$ cat src/rtl/pipe_pkg.sv
// Shared widths, opcode constants and issue-state encoding for the IF/ID1 issue pipe.
// Used by if_id1_issue_pipe and pair_dep_check.
package pipe_pkg;
  localparam int PC_W   = 8;
  localparam int INST_W = 32;

  localparam logic [5:0] OP_RTYPE = 6'h00;
  localparam logic [5:0] OP_LW    = 6'h23;
  localparam logic [5:0] OP_ADDI  = 6'h08;
  localparam logic [5:0] OP_SLTI  = 6'h0A;
  localparam logic [5:0] OP_ANDI  = 6'h0C;
  localparam logic [5:0] OP_ORI   = 6'h0D;
  localparam logic [5:0] OP_XORI  = 6'h0E;

  typedef enum logic {
    ST_PAIR  = 1'b0,
    ST_SPLIT = 1'b1
  } issue_state_t;

  // Register written by an instruction; 0 means no destination ($0 is never a real target).
  function automatic logic [4:0] dest_reg(input logic [INST_W-1:0] inst);
    logic [4:0] dst;
    dst = 5'd0;
    case (inst[31:26])
      OP_RTYPE: dst = inst[15:11];
      OP_LW, OP_ADDI, OP_SLTI, OP_ANDI, OP_ORI, OP_XORI: dst = inst[20:16];
      default: dst = 5'd0;
    endcase
    return dst;
  endfunction
endpackage

$ cat src/rtl/pair_dep_check.sv
// Combinational RAW check between the two instructions of a fetched pair.
// dep is high when inst2 reads (rs or rt) the non-zero register inst1 writes.
module pair_dep_check
  import pipe_pkg::*;
(
  input  logic [INST_W-1:0] inst1,
  input  logic [INST_W-1:0] inst2,
  output logic              dep
);
  logic [4:0] dst;

  assign dst = dest_reg(inst1);
  assign dep = (dst != 5'd0) && ((dst == inst2[25:21]) || (dst == inst2[20:16]));
endmodule

$ cat src/rtl/if_id1_issue_pipe.sv
// IF -> ID1 pipeline register for a dual-issue front end.
// Define SPLIT_ISSUE_EN to split dependent pairs over two cycles; otherwise every pair issues together.
module if_id1_issue_pipe
  import pipe_pkg::*;
(
  input  logic              clk,
  input  logic              reset,
  input  logic [INST_W-1:0] inst1_F,
  input  logic [INST_W-1:0] inst2_F,
  input  logic [PC_W-1:0]   pc_F,
  input  logic              flush,
  input  logic              stall,
  output logic [INST_W-1:0] inst1_D,
  output logic [INST_W-1:0] inst2_D,
  output logic [PC_W-1:0]   pc1_D,
  output logic [PC_W-1:0]   pcPlus2_D,
  output logic              valid1_D,
  output logic              valid2_D,
  output logic              fetch_hold,
  output logic              split_active
);
  // Handshake: there is no valid/ready pair here; stall freezes ID1 and
  // fetch_hold asks the PC register to repeat the current fetch for one cycle.

`ifdef SPLIT_ISSUE_EN
  issue_state_t             state;
  logic [INST_W-1:0]        buf_inst;
  logic [PC_W-1:0]          buf_pc;
  logic                     dep;

  pair_dep_check u_dep_check (
    .inst1 (inst1_F),
    .inst2 (inst2_F),
    .dep   (dep)
  );

  // Gated by reset so the PC is never held while the pipe is being reset.
  assign fetch_hold   = reset & (state == ST_PAIR) & dep & ~stall & ~flush;
  assign split_active = (state == ST_SPLIT);

  always_ff @(posedge clk or negedge reset) begin
    if (!reset) begin
      state     <= ST_PAIR;
      buf_inst  <= '0;
      buf_pc    <= '0;
      inst1_D   <= '0;
      inst2_D   <= '0;
      pc1_D     <= '0;
      pcPlus2_D <= '0;
      valid1_D  <= 1'b0;
      valid2_D  <= 1'b0;
    end else if (flush) begin
      state     <= ST_PAIR;
      buf_inst  <= '0;
      buf_pc    <= '0;
      inst1_D   <= '0;
      inst2_D   <= '0;
      pc1_D     <= '0;
      pcPlus2_D <= '0;
      valid1_D  <= 1'b0;
      valid2_D  <= 1'b0;
    end else if (!stall) begin
      case (state)
        ST_SPLIT: begin
          // The fetched pair is a repeat of the held fetch; drain the buffer instead.
          state     <= ST_PAIR;
          inst1_D   <= buf_inst;
          inst2_D   <= '0;
          pc1_D     <= buf_pc;
          pcPlus2_D <= buf_pc + PC_W'(1);
          valid1_D  <= 1'b1;
          valid2_D  <= 1'b0;
          buf_inst  <= '0;
          buf_pc    <= '0;
        end
        default: begin
          inst1_D   <= inst1_F;
          pc1_D     <= pc_F;
          pcPlus2_D <= pc_F + PC_W'(2);
          valid1_D  <= 1'b1;
          if (dep) begin
            state    <= ST_SPLIT;
            inst2_D  <= '0;
            valid2_D <= 1'b0;
            buf_inst <= inst2_F;
            buf_pc   <= pc_F + PC_W'(1);
          end else begin
            state    <= ST_PAIR;
            inst2_D  <= inst2_F;
            valid2_D <= 1'b1;
          end
        end
      endcase
    end
  end
`else
  assign fetch_hold   = 1'b0;
  assign split_active = 1'b0;

  always_ff @(posedge clk or negedge reset) begin
    if (!reset) begin
      inst1_D   <= '0;
      inst2_D   <= '0;
      pc1_D     <= '0;
      pcPlus2_D <= '0;
      valid1_D  <= 1'b0;
      valid2_D  <= 1'b0;
    end else if (flush) begin
      inst1_D   <= '0;
      inst2_D   <= '0;
      pc1_D     <= '0;
      pcPlus2_D <= '0;
      valid1_D  <= 1'b0;
      valid2_D  <= 1'b0;
    end else if (!stall) begin
      inst1_D   <= inst1_F;
      inst2_D   <= inst2_F;
      pc1_D     <= pc_F;
      pcPlus2_D <= pc_F + PC_W'(2);
      valid1_D  <= 1'b1;
      valid2_D  <= 1'b1;
    end
  end
`endif
endmodule

$ cat config.mk
export PLATFORM = sky130hd
export DESIGN_NAME = if_id1_issue_pipe
export DESIGN_NICKNAME = d
export VERILOG_FILES = /design/src/rtl/pipe_pkg.sv /design/src/rtl/pair_dep_check.sv /design/src/rtl/if_id1_issue_pipe.sv
export SDC_FILE = /design/constraint.sdc
export NUM_CORES = 1
export LEC_CHECK = 0
export CORE_AREA = 2 2 108 110
export DETAILED_ROUTE_END_ITERATION = 10
export DIE_AREA = 0 0 110 112
export SLEW_MARGIN = 20
export SYNTH_ARGS = -nofsm -noshare
export SYNTH_HDL_FRONTEND = slang
export SYNTH_SLANG_ARGS = --single-unit
export TNS_END_PERCENT = 100
$ cat constraint.sdc
create_clock -name clk -period 0.8 [get_ports clk]
set_clock_uncertainty 0.2 [all_clocks]
set_input_delay 0.12 -clock clk [delete_from_list [all_inputs] [get_ports clk]]
set_output_delay 0.12 -clock clk [all_outputs]
set_load 0.05 [all_outputs]
==> reports/metrics.yaml <==
yosys.area_share.adder: 0.00379
top_layer_used: "met4"
outcome: "finished with violations"
clock-sinks: 80
yosysWarnings: 0
viasPerCell: 4.44
placed_cells_incl_taps: 583
end_kind: "output port"
p_per_area_nw_per_um2: 1750
slowest_delay_ns: 0.45
grt_use_total: 0.149
die_w_um: 110
cp_num_buf_inv: 1
vias: 2688
grt_pass1_vias: 2839
grt_max_degree: 37
synth_area_per_cell_um2: 11.8
path_clk_slew_ns: 0.06
ys_seq_elements: 80
diodes: 0
dp_hpwl_um: 6710
finalCriticalPeriod_ns: 1.26
ant_nets: 0
core_area_um2: 11200
min_path_type: "input port to asynchronous set/reset pin"
drv_slew: 0
ys_types: 19
fp.dieH_um: 112
r2r_setup_slack_ns: -0.26
rows: 39
muxShareOfSynthArea: 0.219
max_freq_mhz: 797
regArea_um2: 2100
multi_input_area_um2: 1240
total_power_w: 0.0114
hold_slack_ns: -0.574
r2r-start: "inst2_D[23]"
setup_ws_ns: -0.455
first_pass_iters: 4
final_nets: 535
power.share.combinational: 0.275
overflow: 0
crit_chain: "buf_12"
place_congestion: 0.818
syn_inst: 279
yosysSeqAreaShare: 0.607
syn-cell-area_um2: 3300
synth-simple-area-share: 0.104
root_buffer: "clkbuf_16"
leakagePower_nw: 2.92
power_switching_share: 0.289
rsz0062_at_grt: "true"
slowest_stage: "dfrtp_2"
cts_tree: "yes"
antenna_found_initial: 0
synth_xor_area_frac: 0.00797
ir_worst_vdd_v: 0.00103
internal-power_w: 0.00812
portBuffers: 157
cp_data_arrival_time_ns: 0.94
synth_compound_area_frac: 0.0190
cp.required_ns: 0.48
drc: 0
power.net_switching_w: 0.00330
start_kind: "register"
wl_met2_um: 4420
synth_top_family_by_area: "multiplexers"
crit_type: "register to output port"
path_max_fanout: 3
r2r_end: "inst2_D[23]"
post_drt_wl_per_cell_um: 14.6
fillerInstances: 910
final_cells: 606
cts_buffers: 9
pwr-share-seq: 0.402
finalHoldViolCount: 97
grt_pass1_wl_um: 14100
crit_family: "flip-flops"
die-area_um2: 12300
wl_met3_um: 752
min_period_over_period: 1.57
drt_first_iter_violations: 69
wl_met1_um: 3580
drv_cap: 0
htree_levels: 3
wl_um: 8870
violations: "negative hold slack, negative setup slack"
layout-drive-gt1-share: 0.508
area_growth_pct: 98.0
initial_core_util: 0.295
p_clk_frac: 0.323
clk_latency_ns: 0.33
num_io_pins: 160
clk_path_buf_depth: 2
setup_violations: 162
r2r_cells: 3
## routing by layer
layer | vias up | track usage
met5 | - | 0
li1 | 1275 | -
met4 | 0 | 0.0591
met3 | 10 | 0.0515
met2 | 95 | 0.247
met1 | 1308 | 0.177
## cell usage in the layout, fill, tap and decap left out, types with 4 or more instances in the layout
master and count:
buf_12 89, dfrtp_2 80, nor2_1 75, mux2i_1 72
clkdlybuf4s50_1 65, buf_4 19, clkbuf_16 9, buf_6 9
clkinv_2 4
## worst register-to-register path, cell delays in order, from the launching register on
cell and delay [ns]:
dfrtp_2 0.42, buf_6 0.12, mux2i_1 0.15, nor2_1 0.05
## how the worst max path moves through the flow
| stage | start | endpoint | slack [ns] | cells after the start |
|---|---|---|---|---|
| 2_1_floorplan | pc_F[1] | pcPlus2_D[7] | -0.30 | 4 |
| 3_3_place_gp | pc_F[1] | pcPlus2_D[7] | -0.93 | 5 |
| 3_5_place_dp | pc_F[1] | pcPlus2_D[7] | -0.98 | 5 |
| 4_1_cts | valid2_D | valid1_D | -0.47 | 1 |
| 5_1_grt | valid2_D | valid1_D | -0.49 | 1 |
| 6_report | pc1_D[0] | pc1_D[0] | -0.46 | 1 |
## registers in the layout, indices dropped and copies added (netlist names)
register and count:
inst1_D 32, inst2_D 32, pc1_D 8, pcPlus2_D 7, valid2_D 1
## stage by stage
step	setup TNS [ns]	utilization	setup WS, ns	hold WS, ns	instance area, µm²
after CTS	-47.62	0.580	-0.472	-0.585	6480
after floorplan	-20.04	-	-0.302	-0.376	3470
after global routing	-51.13	0.584	-0.491	-0.583	6530
after global placement	-35.46	0.549	-0.933	-0.230	6140
after detailed placement	-36.74	0.549	-0.983	-0.228	6140
final	-45.81	0.584	-0.455	-0.574	6530
## cell usage after synthesis (all sizes together)
cell type,count,area share
a211oi,2,0.0046
a21oi,4,0.0061
a311oi,2,0.0053
buf,13,0.026
clkbuf,9,0.010
clkinv,1,0.0011
conb,1,0.0011
dfrtp,80,0.61
ha,1,0.0038
inv,1,0.0011
mux2i,72,0.22
nand2,5,0.0057
nand3,3,0.0061
nor2,78,0.089
o21ai,2,0.0030
or3,2,0.0038
xor2,3,0.0080
## cell families (layout without fill, tap and decap cells)
| logic type | after synthesis | in the layout |
|---|---|---|
| muxes | 72 | 72 |
| AOI/OAI and AO/OA | 10 | 10 |
| DFF | 80 | 80 |
| xor gates and xnor gates | 3 | 3 |
| and+or+nand+nor | 88 | 88 |
| adders and majority gates | 1 | 1 |
| other | 1 | 2 |
| buffers and inverters | 24 | 207 |
## cell type report
class | instances | area share
sequential | 80 | 0.322
clock inverter | 4 | 0.00307
inverter | 2 | 0.00172
timing repair buffer | 189 | 0.418
multi-input combinational | 176 | 0.190
tap | 143 | 0.0274
clock buffer | 12 | 0.0377
## what timing repair did
| action | in CTS | in global routing |
|---|---|---|
| gates resized for setup | 35 | 17 |
| gates cloned | 0 | 0 |
| buffers inserted | 5 | 3 |
| endpoints found under the setup margin | 162 | 162 |
| endpoints found under the hold margin | 100 | 89 |
| pin swaps | 7 | 13 |
## power by group through the flow
stage	Sequential (W)	Combinational (W)	Clock [W]
finish	0.00459	0.00314	0.00368
floorplan	0.00535	0.000604	0
detailed placement	0.00466	0.00310	0
global route	0.00462	0.00330	0.00402
CTS	0.00460	0.00315	0.00382
global placement	0.00465	0.00308	0
Note: power is estimated with default switching activity, not from simulation.
